### config.mk
export PLATFORM = sky130hd
export DESIGN_NAME = ub_access_scheduler_flat
export DESIGN_NICKNAME = d
export VERILOG_FILES = /design/src/rtl/ub_access_scheduler_if.sv /design/src/rtl/ub_access_scheduler.sv /design/src/flat_wrapper.sv
export SDC_FILE = /design/constraint.sdc
export NUM_CORES = 1
export LEC_CHECK = 0
export BUFFER_PORTS_ARGS = -buffer_cell sky130_fd_sc_hd__buf_2
export CORE_ASPECT_RATIO = 0.7
export CORE_MARGIN = 10
export CORE_UTILIZATION = 54
export DETAILED_ROUTE_END_ITERATION = 8
export GPL_TIMING_DRIVEN = 0
export HOLD_SLACK_MARGIN = 0.1
export PLACE_DENSITY = 0.85
export SETUP_SLACK_MARGIN = 0.3
export SYNTH_ARGS = -nofsm -noshare
export SYNTH_HDL_FRONTEND = slang
export SYNTH_SLANG_ARGS = --single-unit
### constraint.sdc
create_clock -name clk -period 4.4 [get_ports clk]
set_input_delay 0.88 -clock clk [delete_from_list [all_inputs] [get_ports clk]]
set_output_delay 0.88 -clock clk [all_outputs]
set_load 0.03 [all_outputs]
### src/rtl/ub_access_scheduler_if.sv
// ---------------------------------------------------------------------------
// ub_access_scheduler_if
// Bundle of every signal between the unified-buffer access scheduler and its
// neighbours: the decoder command channel, the two write requesters (host
// loader and VPU writeback), the flat UB read/write ports and the status
// pulses.
//
//   modport slave  : the scheduler side (takes command and requester data,
//                    drives UB ports and status)
//   modport master : the environment side (decoder, requesters, UB, monitor)
//
// Parameters: ADDR_W (address/length width), DATA_W (lane data width).
// ---------------------------------------------------------------------------
interface ub_access_scheduler_if #(
    parameter int ADDR_W = 6,
    parameter int DATA_W = 16
);
    // command channel
    logic              cmd_valid_in;
    logic              cmd_ready_out;
    logic [1:0]        cmd_op_in;
    logic [ADDR_W-1:0] cmd_addr_in;
    logic [ADDR_W-1:0] cmd_len_in;

    // host loader write source
    logic [DATA_W-1:0] host_data_1_in;
    logic [DATA_W-1:0] host_data_2_in;
    logic              host_valid_1_in;
    logic              host_valid_2_in;

    // VPU writeback write source
    logic [DATA_W-1:0] vpu_data_1_in;
    logic [DATA_W-1:0] vpu_data_2_in;
    logic              vpu_valid_1_in;
    logic              vpu_valid_2_in;

    // UB read port
    logic [ADDR_W-1:0] ub_rd_addr_out;
    logic              ub_rd_valid_1_out;
    logic              ub_rd_valid_2_out;

    // UB write port
    logic [ADDR_W-1:0] ub_wr_addr_out;
    logic [DATA_W-1:0] ub_wr_data_1_out;
    logic [DATA_W-1:0] ub_wr_data_2_out;
    logic              ub_wr_valid_1_out;
    logic              ub_wr_valid_2_out;

    // status
    logic              busy_out;
    logic              done_out;
    logic              err_out;

    modport slave (
        input  cmd_valid_in, cmd_op_in, cmd_addr_in, cmd_len_in,
        input  host_data_1_in, host_data_2_in, host_valid_1_in, host_valid_2_in,
        input  vpu_data_1_in, vpu_data_2_in, vpu_valid_1_in, vpu_valid_2_in,
        output cmd_ready_out,
        output ub_rd_addr_out, ub_rd_valid_1_out, ub_rd_valid_2_out,
        output ub_wr_addr_out, ub_wr_data_1_out, ub_wr_data_2_out,
        output ub_wr_valid_1_out, ub_wr_valid_2_out,
        output busy_out, done_out, err_out
    );

    modport master (
        output cmd_valid_in, cmd_op_in, cmd_addr_in, cmd_len_in,
        output host_data_1_in, host_data_2_in, host_valid_1_in, host_valid_2_in,
        output vpu_data_1_in, vpu_data_2_in, vpu_valid_1_in, vpu_valid_2_in,
        input  cmd_ready_out,
        input  ub_rd_addr_out, ub_rd_valid_1_out, ub_rd_valid_2_out,
        input  ub_wr_addr_out, ub_wr_data_1_out, ub_wr_data_2_out,
        input  ub_wr_valid_1_out, ub_wr_valid_2_out,
        input  busy_out, done_out, err_out
    );
endinterface

### src/rtl/ub_access_scheduler.sv
// ---------------------------------------------------------------------------
// ub_access_scheduler
// Sequences every unified-buffer access. Takes one command at a time from the
// decoder (READ burst, or WRITE burst from host loader or VPU writeback),
// generates per-cycle UB addresses and lane valids, and muxes the selected
// write source onto the UB write port while ignoring the other source.
//
// Ports:
//   clk  : clock
//   rst  : synchronous active-high reset (priority over everything)
//   bus  : ub_access_scheduler_if.slave -- command channel, host/VPU write
//          sources, UB read/write ports, busy/done/err status
// Optional (macro UB_SCHED_PERF_EN defined):
//   perf_rd_words_out    : saturating count of UB words read
//   perf_wr_words_out    : saturating count of UB words written
//   perf_busy_cycles_out : saturating count of cycles with busy_out high
//
// All interface outputs are registered. Commands: op 00 READ, 01 WRITE_HOST,
// 10 WRITE_VPU, 11 reserved (rejected). Lane 2 always addresses lane-1 + 1.
// ---------------------------------------------------------------------------
module ub_access_scheduler #(
    parameter int UB_DEPTH = 50,
    parameter int ADDR_W   = 6,
    parameter int DATA_W   = 16
) (
    input  logic                   clk,
    input  logic                   rst,
    ub_access_scheduler_if.slave   bus
`ifdef UB_SCHED_PERF_EN
    ,
    output logic [15:0]            perf_rd_words_out,
    output logic [15:0]            perf_wr_words_out,
    output logic [15:0]            perf_busy_cycles_out
`endif
);

    localparam logic [1:0] OP_READ = 2'b00;
    localparam logic [1:0] OP_RSVD = 2'b11;
    localparam logic [ADDR_W:0] DEPTH_L = (ADDR_W + 1)'(UB_DEPTH);

    typedef enum logic [1:0] {
        IDLE = 2'd0,
        RD   = 2'd1,
        WR   = 2'd2
    } state_t;

    state_t            state, state_nx;
    logic [ADDR_W-1:0] ptr, ptr_nx;
    logic [ADDR_W-1:0] rem, rem_nx;
    logic              src_vpu, src_vpu_nx;  // 1: VPU is the write source
    logic              ovf, ovf_nx;          // lane dropped; report with done

    logic [ADDR_W-1:0] rd_addr_nx;
    logic              rd_v1_nx, rd_v2_nx;
    logic [ADDR_W-1:0] wr_addr_nx;
    logic [DATA_W-1:0] wr_d1_nx, wr_d2_nx;
    logic              wr_v1_nx, wr_v2_nx;
    logic              done_nx, err_nx;

    // selected write source after gating
    logic              sel_v1, sel_v2;
    logic [DATA_W-1:0] sel_d1, sel_d2;
    logic [ADDR_W:0]   cmd_end;
    logic              cmd_bad;

    function automatic logic [ADDR_W-1:0] sat_sub(input logic [ADDR_W-1:0] a,
                                                  input logic [ADDR_W-1:0] b);
        return (a > b) ? (a - b) : '0;
    endfunction

    function automatic logic [15:0] sat_add16(input logic [15:0] c,
                                              input logic [1:0]  inc);
        logic [16:0] s;
        s = {1'b0, c} + 17'(inc);
        return s[16] ? 16'hFFFF : s[15:0];
    endfunction

    assign sel_v1 = src_vpu ? bus.vpu_valid_1_in : bus.host_valid_1_in;
    assign sel_v2 = src_vpu ? bus.vpu_valid_2_in : bus.host_valid_2_in;
    assign sel_d1 = src_vpu ? bus.vpu_data_1_in  : bus.host_data_1_in;
    assign sel_d2 = src_vpu ? bus.vpu_data_2_in  : bus.host_data_2_in;

    // one extra bit so addr+len cannot wrap before the range check
    assign cmd_end = {1'b0, bus.cmd_addr_in} + {1'b0, bus.cmd_len_in};
    assign cmd_bad = (bus.cmd_op_in == OP_RSVD) || (cmd_end > DEPTH_L);

    always_comb begin
        state_nx   = state;
        ptr_nx     = ptr;
        rem_nx     = rem;
        src_vpu_nx = src_vpu;
        ovf_nx     = ovf;
        rd_addr_nx = '0;
        rd_v1_nx   = 1'b0;
        rd_v2_nx   = 1'b0;
        wr_addr_nx = '0;
        wr_d1_nx   = '0;
        wr_d2_nx   = '0;
        wr_v1_nx   = 1'b0;
        wr_v2_nx   = 1'b0;
        done_nx    = 1'b0;
        err_nx     = 1'b0;

        unique case (state)
            IDLE: begin
                if (bus.cmd_valid_in && bus.cmd_ready_out) begin
                    if (cmd_bad) begin
                        err_nx = 1'b1;
                    end else if (bus.cmd_len_in == '0) begin
                        done_nx = 1'b1;
                    end else if (bus.cmd_op_in == OP_READ) begin
                        // first read beat goes out on the cycle after acceptance
                        rd_addr_nx = bus.cmd_addr_in;
                        rd_v1_nx   = 1'b1;
                        rd_v2_nx   = (bus.cmd_len_in >= ADDR_W'(2));
                        ptr_nx     = bus.cmd_addr_in + ADDR_W'(2);
                        rem_nx     = sat_sub(bus.cmd_len_in, ADDR_W'(2));
                        state_nx   = RD;
                    end else begin
                        ptr_nx     = bus.cmd_addr_in;
                        rem_nx     = bus.cmd_len_in;
                        src_vpu_nx = bus.cmd_op_in[1];
                        ovf_nx     = 1'b0;
                        state_nx   = WR;
                    end
                end
            end

            RD: begin
                if (rem == '0) begin
                    done_nx  = 1'b1;
                    state_nx = IDLE;
                end else begin
                    rd_addr_nx = ptr;
                    rd_v1_nx   = 1'b1;
                    rd_v2_nx   = (rem >= ADDR_W'(2));
                    ptr_nx     = ptr + ADDR_W'(2);
                    rem_nx     = sat_sub(rem, ADDR_W'(2));
                end
            end

            WR: begin
                if (rem == '0) begin
                    done_nx  = 1'b1;
                    err_nx   = ovf;
                    ovf_nx   = 1'b0;
                    state_nx = IDLE;
                end else begin
                    wr_addr_nx = ptr;
                    if (sel_v1 && sel_v2) begin
                        wr_v1_nx = 1'b1;
                        wr_d1_nx = sel_d1;
                        if (rem == ADDR_W'(1)) begin
                            // only one word of room left: lane 2 is dropped
                            ptr_nx = ptr + ADDR_W'(1);
                            rem_nx = '0;
                            ovf_nx = 1'b1;
                        end else begin
                            wr_v2_nx = 1'b1;
                            wr_d2_nx = sel_d2;
                            ptr_nx   = ptr + ADDR_W'(2);
                            rem_nx   = rem - ADDR_W'(2);
                        end
                    end else if (sel_v1 || sel_v2) begin
                        // a lone lane is packed onto lane 1 so words stay contiguous
                        wr_v1_nx = 1'b1;
                        wr_d1_nx = sel_v1 ? sel_d1 : sel_d2;
                        ptr_nx   = ptr + ADDR_W'(1);
                        rem_nx   = rem - ADDR_W'(1);
                    end
                end
            end

            default: begin
                state_nx = IDLE;
            end
        endcase
    end

    always_ff @(posedge clk) begin
        if (rst) begin
            state                 <= IDLE;
            ptr                   <= '0;
            rem                   <= '0;
            src_vpu               <= 1'b0;
            ovf                   <= 1'b0;
            bus.cmd_ready_out     <= 1'b1;
            bus.busy_out          <= 1'b0;
            bus.done_out          <= 1'b0;
            bus.err_out           <= 1'b0;
            bus.ub_rd_addr_out    <= '0;
            bus.ub_rd_valid_1_out <= 1'b0;
            bus.ub_rd_valid_2_out <= 1'b0;
            bus.ub_wr_addr_out    <= '0;
            bus.ub_wr_data_1_out  <= '0;
            bus.ub_wr_data_2_out  <= '0;
            bus.ub_wr_valid_1_out <= 1'b0;
            bus.ub_wr_valid_2_out <= 1'b0;
        end else begin
            state                 <= state_nx;
            ptr                   <= ptr_nx;
            rem                   <= rem_nx;
            src_vpu               <= src_vpu_nx;
            ovf                   <= ovf_nx;
            bus.cmd_ready_out     <= (state_nx == IDLE);
            bus.busy_out          <= (state_nx != IDLE);
            bus.done_out          <= done_nx;
            bus.err_out           <= err_nx;
            bus.ub_rd_addr_out    <= rd_addr_nx;
            bus.ub_rd_valid_1_out <= rd_v1_nx;
            bus.ub_rd_valid_2_out <= rd_v2_nx;
            bus.ub_wr_addr_out    <= wr_addr_nx;
            bus.ub_wr_data_1_out  <= wr_d1_nx;
            bus.ub_wr_data_2_out  <= wr_d2_nx;
            bus.ub_wr_valid_1_out <= wr_v1_nx;
            bus.ub_wr_valid_2_out <= wr_v2_nx;
        end
    end

`ifdef UB_SCHED_PERF_EN
    // counters follow the registered outputs, so they count what the UB saw
    always_ff @(posedge clk) begin
        if (rst) begin
            perf_rd_words_out    <= '0;
            perf_wr_words_out    <= '0;
            perf_busy_cycles_out <= '0;
        end else begin
            perf_rd_words_out    <= sat_add16(perf_rd_words_out,
                                       {1'b0, bus.ub_rd_valid_1_out} + {1'b0, bus.ub_rd_valid_2_out});
            perf_wr_words_out    <= sat_add16(perf_wr_words_out,
                                       {1'b0, bus.ub_wr_valid_1_out} + {1'b0, bus.ub_wr_valid_2_out});
            perf_busy_cycles_out <= sat_add16(perf_busy_cycles_out, {1'b0, bus.busy_out});
        end
    end
`endif

endmodule

### src/flat_wrapper.sv
// flat-port wrapper written by rule: the top's interface ports become plain ports
module ub_access_scheduler_flat 
#(
    parameter int UB_DEPTH = 50,
    parameter int ADDR_W   = 6,
    parameter int DATA_W   = 16
)
  (clk, rst, bus_cmd_valid_in, bus_cmd_op_in, bus_cmd_addr_in, bus_cmd_len_in, bus_host_data_1_in, bus_host_data_2_in, bus_host_valid_1_in, bus_host_valid_2_in, bus_vpu_data_1_in, bus_vpu_data_2_in, bus_vpu_valid_1_in, bus_vpu_valid_2_in, bus_cmd_ready_out, bus_ub_rd_addr_out, bus_ub_rd_valid_1_out, bus_ub_rd_valid_2_out, bus_ub_wr_addr_out, bus_ub_wr_data_1_out, bus_ub_wr_data_2_out, bus_ub_wr_valid_1_out, bus_ub_wr_valid_2_out, bus_busy_out, bus_done_out, bus_err_out);
  ub_access_scheduler_if #(.ADDR_W(ADDR_W), .DATA_W(DATA_W)) bus_i ();
  input  logic clk;
  input  logic rst;
  input wire logic [$bits(bus_i.cmd_valid_in)-1:0] bus_cmd_valid_in;
  input wire logic [$bits(bus_i.cmd_op_in)-1:0] bus_cmd_op_in;
  input wire logic [$bits(bus_i.cmd_addr_in)-1:0] bus_cmd_addr_in;
  input wire logic [$bits(bus_i.cmd_len_in)-1:0] bus_cmd_len_in;
  input wire logic [$bits(bus_i.host_data_1_in)-1:0] bus_host_data_1_in;
  input wire logic [$bits(bus_i.host_data_2_in)-1:0] bus_host_data_2_in;
  input wire logic [$bits(bus_i.host_valid_1_in)-1:0] bus_host_valid_1_in;
  input wire logic [$bits(bus_i.host_valid_2_in)-1:0] bus_host_valid_2_in;
  input wire logic [$bits(bus_i.vpu_data_1_in)-1:0] bus_vpu_data_1_in;
  input wire logic [$bits(bus_i.vpu_data_2_in)-1:0] bus_vpu_data_2_in;
  input wire logic [$bits(bus_i.vpu_valid_1_in)-1:0] bus_vpu_valid_1_in;
  input wire logic [$bits(bus_i.vpu_valid_2_in)-1:0] bus_vpu_valid_2_in;
  output wire logic [$bits(bus_i.cmd_ready_out)-1:0] bus_cmd_ready_out;
  output wire logic [$bits(bus_i.ub_rd_addr_out)-1:0] bus_ub_rd_addr_out;
  output wire logic [$bits(bus_i.ub_rd_valid_1_out)-1:0] bus_ub_rd_valid_1_out;
  output wire logic [$bits(bus_i.ub_rd_valid_2_out)-1:0] bus_ub_rd_valid_2_out;
  output wire logic [$bits(bus_i.ub_wr_addr_out)-1:0] bus_ub_wr_addr_out;
  output wire logic [$bits(bus_i.ub_wr_data_1_out)-1:0] bus_ub_wr_data_1_out;
  output wire logic [$bits(bus_i.ub_wr_data_2_out)-1:0] bus_ub_wr_data_2_out;
  output wire logic [$bits(bus_i.ub_wr_valid_1_out)-1:0] bus_ub_wr_valid_1_out;
  output wire logic [$bits(bus_i.ub_wr_valid_2_out)-1:0] bus_ub_wr_valid_2_out;
  output wire logic [$bits(bus_i.busy_out)-1:0] bus_busy_out;
  output wire logic [$bits(bus_i.done_out)-1:0] bus_done_out;
  output wire logic [$bits(bus_i.err_out)-1:0] bus_err_out;
  assign bus_i.cmd_valid_in = bus_cmd_valid_in;
  assign bus_i.cmd_op_in = bus_cmd_op_in;
  assign bus_i.cmd_addr_in = bus_cmd_addr_in;
  assign bus_i.cmd_len_in = bus_cmd_len_in;
  assign bus_i.host_data_1_in = bus_host_data_1_in;
  assign bus_i.host_data_2_in = bus_host_data_2_in;
  assign bus_i.host_valid_1_in = bus_host_valid_1_in;
  assign bus_i.host_valid_2_in = bus_host_valid_2_in;
  assign bus_i.vpu_data_1_in = bus_vpu_data_1_in;
  assign bus_i.vpu_data_2_in = bus_vpu_data_2_in;
  assign bus_i.vpu_valid_1_in = bus_vpu_valid_1_in;
  assign bus_i.vpu_valid_2_in = bus_vpu_valid_2_in;
  assign bus_cmd_ready_out = bus_i.cmd_ready_out;
  assign bus_ub_rd_addr_out = bus_i.ub_rd_addr_out;
  assign bus_ub_rd_valid_1_out = bus_i.ub_rd_valid_1_out;
  assign bus_ub_rd_valid_2_out = bus_i.ub_rd_valid_2_out;
  assign bus_ub_wr_addr_out = bus_i.ub_wr_addr_out;
  assign bus_ub_wr_data_1_out = bus_i.ub_wr_data_1_out;
  assign bus_ub_wr_data_2_out = bus_i.ub_wr_data_2_out;
  assign bus_ub_wr_valid_1_out = bus_i.ub_wr_valid_1_out;
  assign bus_ub_wr_valid_2_out = bus_i.ub_wr_valid_2_out;
  assign bus_busy_out = bus_i.busy_out;
  assign bus_done_out = bus_i.done_out;
  assign bus_err_out = bus_i.err_out;
  ub_access_scheduler #(.UB_DEPTH(UB_DEPTH), .ADDR_W(ADDR_W), .DATA_W(DATA_W)) u_core (.clk(clk), .rst(rst), .bus(bus_i));
endmodule
==> impl_metrics.csv <==
group,metric,value,unit
run_status,outcome,"complete, no violations",
sta,fin_skew,0.0184,ns
synth,yosys_warnings,0,
synth,syn-num-nets,544,
sta,period_share,71.0,%
clock_tree,cts-root-buf,"clkbuf_8",
sta,max_slew.worst_pin.slew,0.782,ns
routing,viasPerCell,5.98,
critical_path,critPathCaptureType,"flip-flop",
placement,port_buffers,134,
placement,pre_cts_ws,1.00,ns
worst_hold_path,hold_path_class,"reg -> reg",
critical_path,startpoint,"bus_cmd_addr_in[0]",
clock_tree,clk_transition_reported_paths,0.09,ns
routing,wl,13.2,mm
routing,avgRoutedWirePerCell,19.4,um
critical_path,timing.rr.start,"u_core.rem[2]$_SDFFE_PP0P_",
global_routing,antenna_found_initial,0,
clock_tree,cts_tree,"yes",
placement,gp_congestion,0.963,
clock_tree,clk_path_buf_depth,2,
floorplan,die_x,122,um
global_routing,grt_max_degree,14,
power_and_ir_drop,leakage,2.27,nW
global_routing,grt_pass1_vias,3953,
global_routing,grt_usage,22.8,%
final_layout,fin_nets,689,
power_and_ir_drop,ir_drop,0.352,mV
floorplan,die_h,91.5,um
synth,async_reset_ff_share,0,%
clock_tree,cts.repair.resized,0,
clock_tree,hold_buffers,0,
final_layout,antennaDiodeCount,0,
clock_tree,post_cts_buffers,0,
routing,drc,0,
sta,period_needed,3.13,ns
sta,hold_viol,0,
floorplan,start_util,57.0,%
critical_path,timing.critical_path.fanout_max,8,
power_and_ir_drop,p_clk_share,30.4,%
job,maxCapViolations,0,
clock_tree,cts_inserted_buffers,9,
critical_path,crit_type,"in -> reg",
floorplan,ios,137,
sta,fmax,320,MHz
synth,synthCells,438,
worst_hold_path,hold_start,"u_core.ptr[5]$_SDFFE_PP0P_",
clock_tree,cts_sinks,68,
sta,maxSlewViolCount,0,
final_layout,final_common_cell,"buf_2",
power_and_ir_drop,power_density,352,mW/mm^2
synth,ys_seq_area_share,34.5,%
critical_path,required,4.69,ns
power_and_ir_drop,swShare,35.3,%
synth,synth_area,0.00394,sq mm
synth,synth_ff_type,"dfxtp_1",
power_and_ir_drop,p_int,1.12,mW
final_layout,final_cell_mix,"137 x buf_2, 68 x dfxtp_1, 51 x nor2_1",
floorplan,die_area,0.0112,sq mm
power_and_ir_drop,combPwrFrac,29.7,%
synth,synth_top_cell_by_area,"dfxtp_1",
sta,finalSetupViolCount,0,
synth,synthTopCellsByArea,"dfxtp_1 35%, mux2i_1 7.4%, ha_1 6.3%, a211oi_1 5.3%, nor2_1 4.9%",
global_routing,overflow,0,
final_layout,area_delta_synth_final,25.0,%
synth,postSynthAreaPerCell,9.00,sq um
routing,drtAntennaViolNets,0,
floorplan,core_area,0.00691,sq mm
placement,place_inst,666,
final_layout,drive_above_1_share,29.9,%
final_layout,final_util,71.3,%
routing,vias,4081,
final_layout,final_area,0.00493,sq mm
sta,timing.hold.ws,0.536,ns
synth,yosysUniqueCellTypes,69,
critical_path,crit_arrival,3.41,ns
synth,synth_seq_cells,68,
synth,synth_edf_count,0,
final_layout,layoutNonFillerInstCount,682,
floorplan,rows,25,
placement,placed_area,0.00473,sq mm
clock_tree,clock_latency,0.36,ns
placement,dp_hpwl,10.7,mm
sta,relSlewSlack,47.9,%
global_routing,grt_pass1_wl,20.7,mm
routing,drt_iter0_markers,536,
power_and_ir_drop,power_frac_seq,39.9,%
routing,drt_pre_antenna_iters,5,
power_and_ir_drop,total_power,1.73,mW
sta,tns,0,ns
critical_path,worstSetupStartpointType,"input port",
power_and_ir_drop,netSwitchingPower,612,uW
sta,rsz0062_at_grt,"false",
synth,synth.top_cell.area_share,34.5,%
clock_tree,htreeDepth,3,
sta,worst_slack,1.27,ns
[worst max-delay path, cell delays in order]
cell,delay [ns]
buf_2,0.13
ha_1,0.18
inv_1,0.06
fa_1,0.39
nand2b_1,0.16
a21oi_1,0.24
xor2_1,0.15
a31oi_4,0.34
nand3b_4,0.18
nor4_4,0.48
a22o_1,0.21
[Yosys cell counts (3+ instances only)]
master     count
a211oi_1      28
a21o_1         3
a21oi_1       18
a222oi_1       4
a22o_1         6
a2bb2oi_1      5
a311oi_1       3
a31oi_1        4
and2_1         7
and3_1         9
buf_2          3
clkbuf_1      17
dfxtp_1       68
ha_1          20
inv_1         21
mux2_2         5
mux2i_1       29
nand2_1       23
nand2b_1       7
nand3_1        4
nand4_1        3
nor2_1        51
nor2b_1       17
nor3_1         4
nor4_1         3
o211ai_1       3
o21a_1         5
o21ai_0        6
o221ai_1       4
xor2_1         5
[worst paths after layout]
kind,end,depth (start not counted),slack [ns]
max,u_core.bus.ub_rd_valid_2_out$_SDFF_PP0_,11,1.27
min,u_core.bus.ub_wr_addr_out[5]$_SDFF_PP0_,1,0.54
max reg2reg,u_core.ptr[2]$_SDFFE_PP0P_,9,1.95
min reg2reg,u_core.bus.ub_wr_addr_out[5]$_SDFF_PP0_,1,0.54
[registers in the layout, indices dropped and copies added, names as in the netlist, 2 cells and up]
signal	count
u_core.bus.ub_rd_addr_out	6
u_core.bus.ub_wr_addr_out	6
u_core.bus.ub_wr_data_1_out	16
u_core.bus.ub_wr_data_2_out	16
u_core.ptr	6
u_core.rem	6
u_core.state	2
[power by group through the flow]
stage	Sequential [mW]	Combinational, mW	Clock, mW
final	0.691	0.514	0.527
after global routing	0.696	0.560	0.558
after CTS	0.689	0.503	0.529
after detailed placement	0.704	0.500	0
after global placement	0.702	0.485	0
after floorplan	0.714	0.333	0
[metal layers]
metal | track usage [%] | part of all wire [%] | vias up
li1 | - | - | 1904
met4 | 6.26 | 1.7 | 0
met2 | 37.5 | 47 | 248
met1 | 28.7 | 40 | 1899
met3 | 5.69 | 10 | 30
met5 | 0 | 0 | -
[logic make-up after synthesis]
family	count (synthesis)	share of synthesized area [%]
and+or+nand+nor	147	20.3
xor gates and xnor gates	7	1.56
buffers and inverters	45	4.76
DFF	68	34.5
muxes	34	8.79
adders and majority gates	21	6.86
AOI/OAI and AO/OA	116	23.1
[area by class of cell]
cell class / instances / area [sq um]
well taps: 94 / 118
multi-input cells: 325 / 2390
fillers: 561 / 1980
plain buffers: 24 / 109
inverters: 21 / 78.8
clock buffers: 9 / 124
repair buffers: 134 / 671
flip-flops and latches: 68 / 1360
clock inverters: 7 / 75.1
Power figures use the tool's default switching activity.
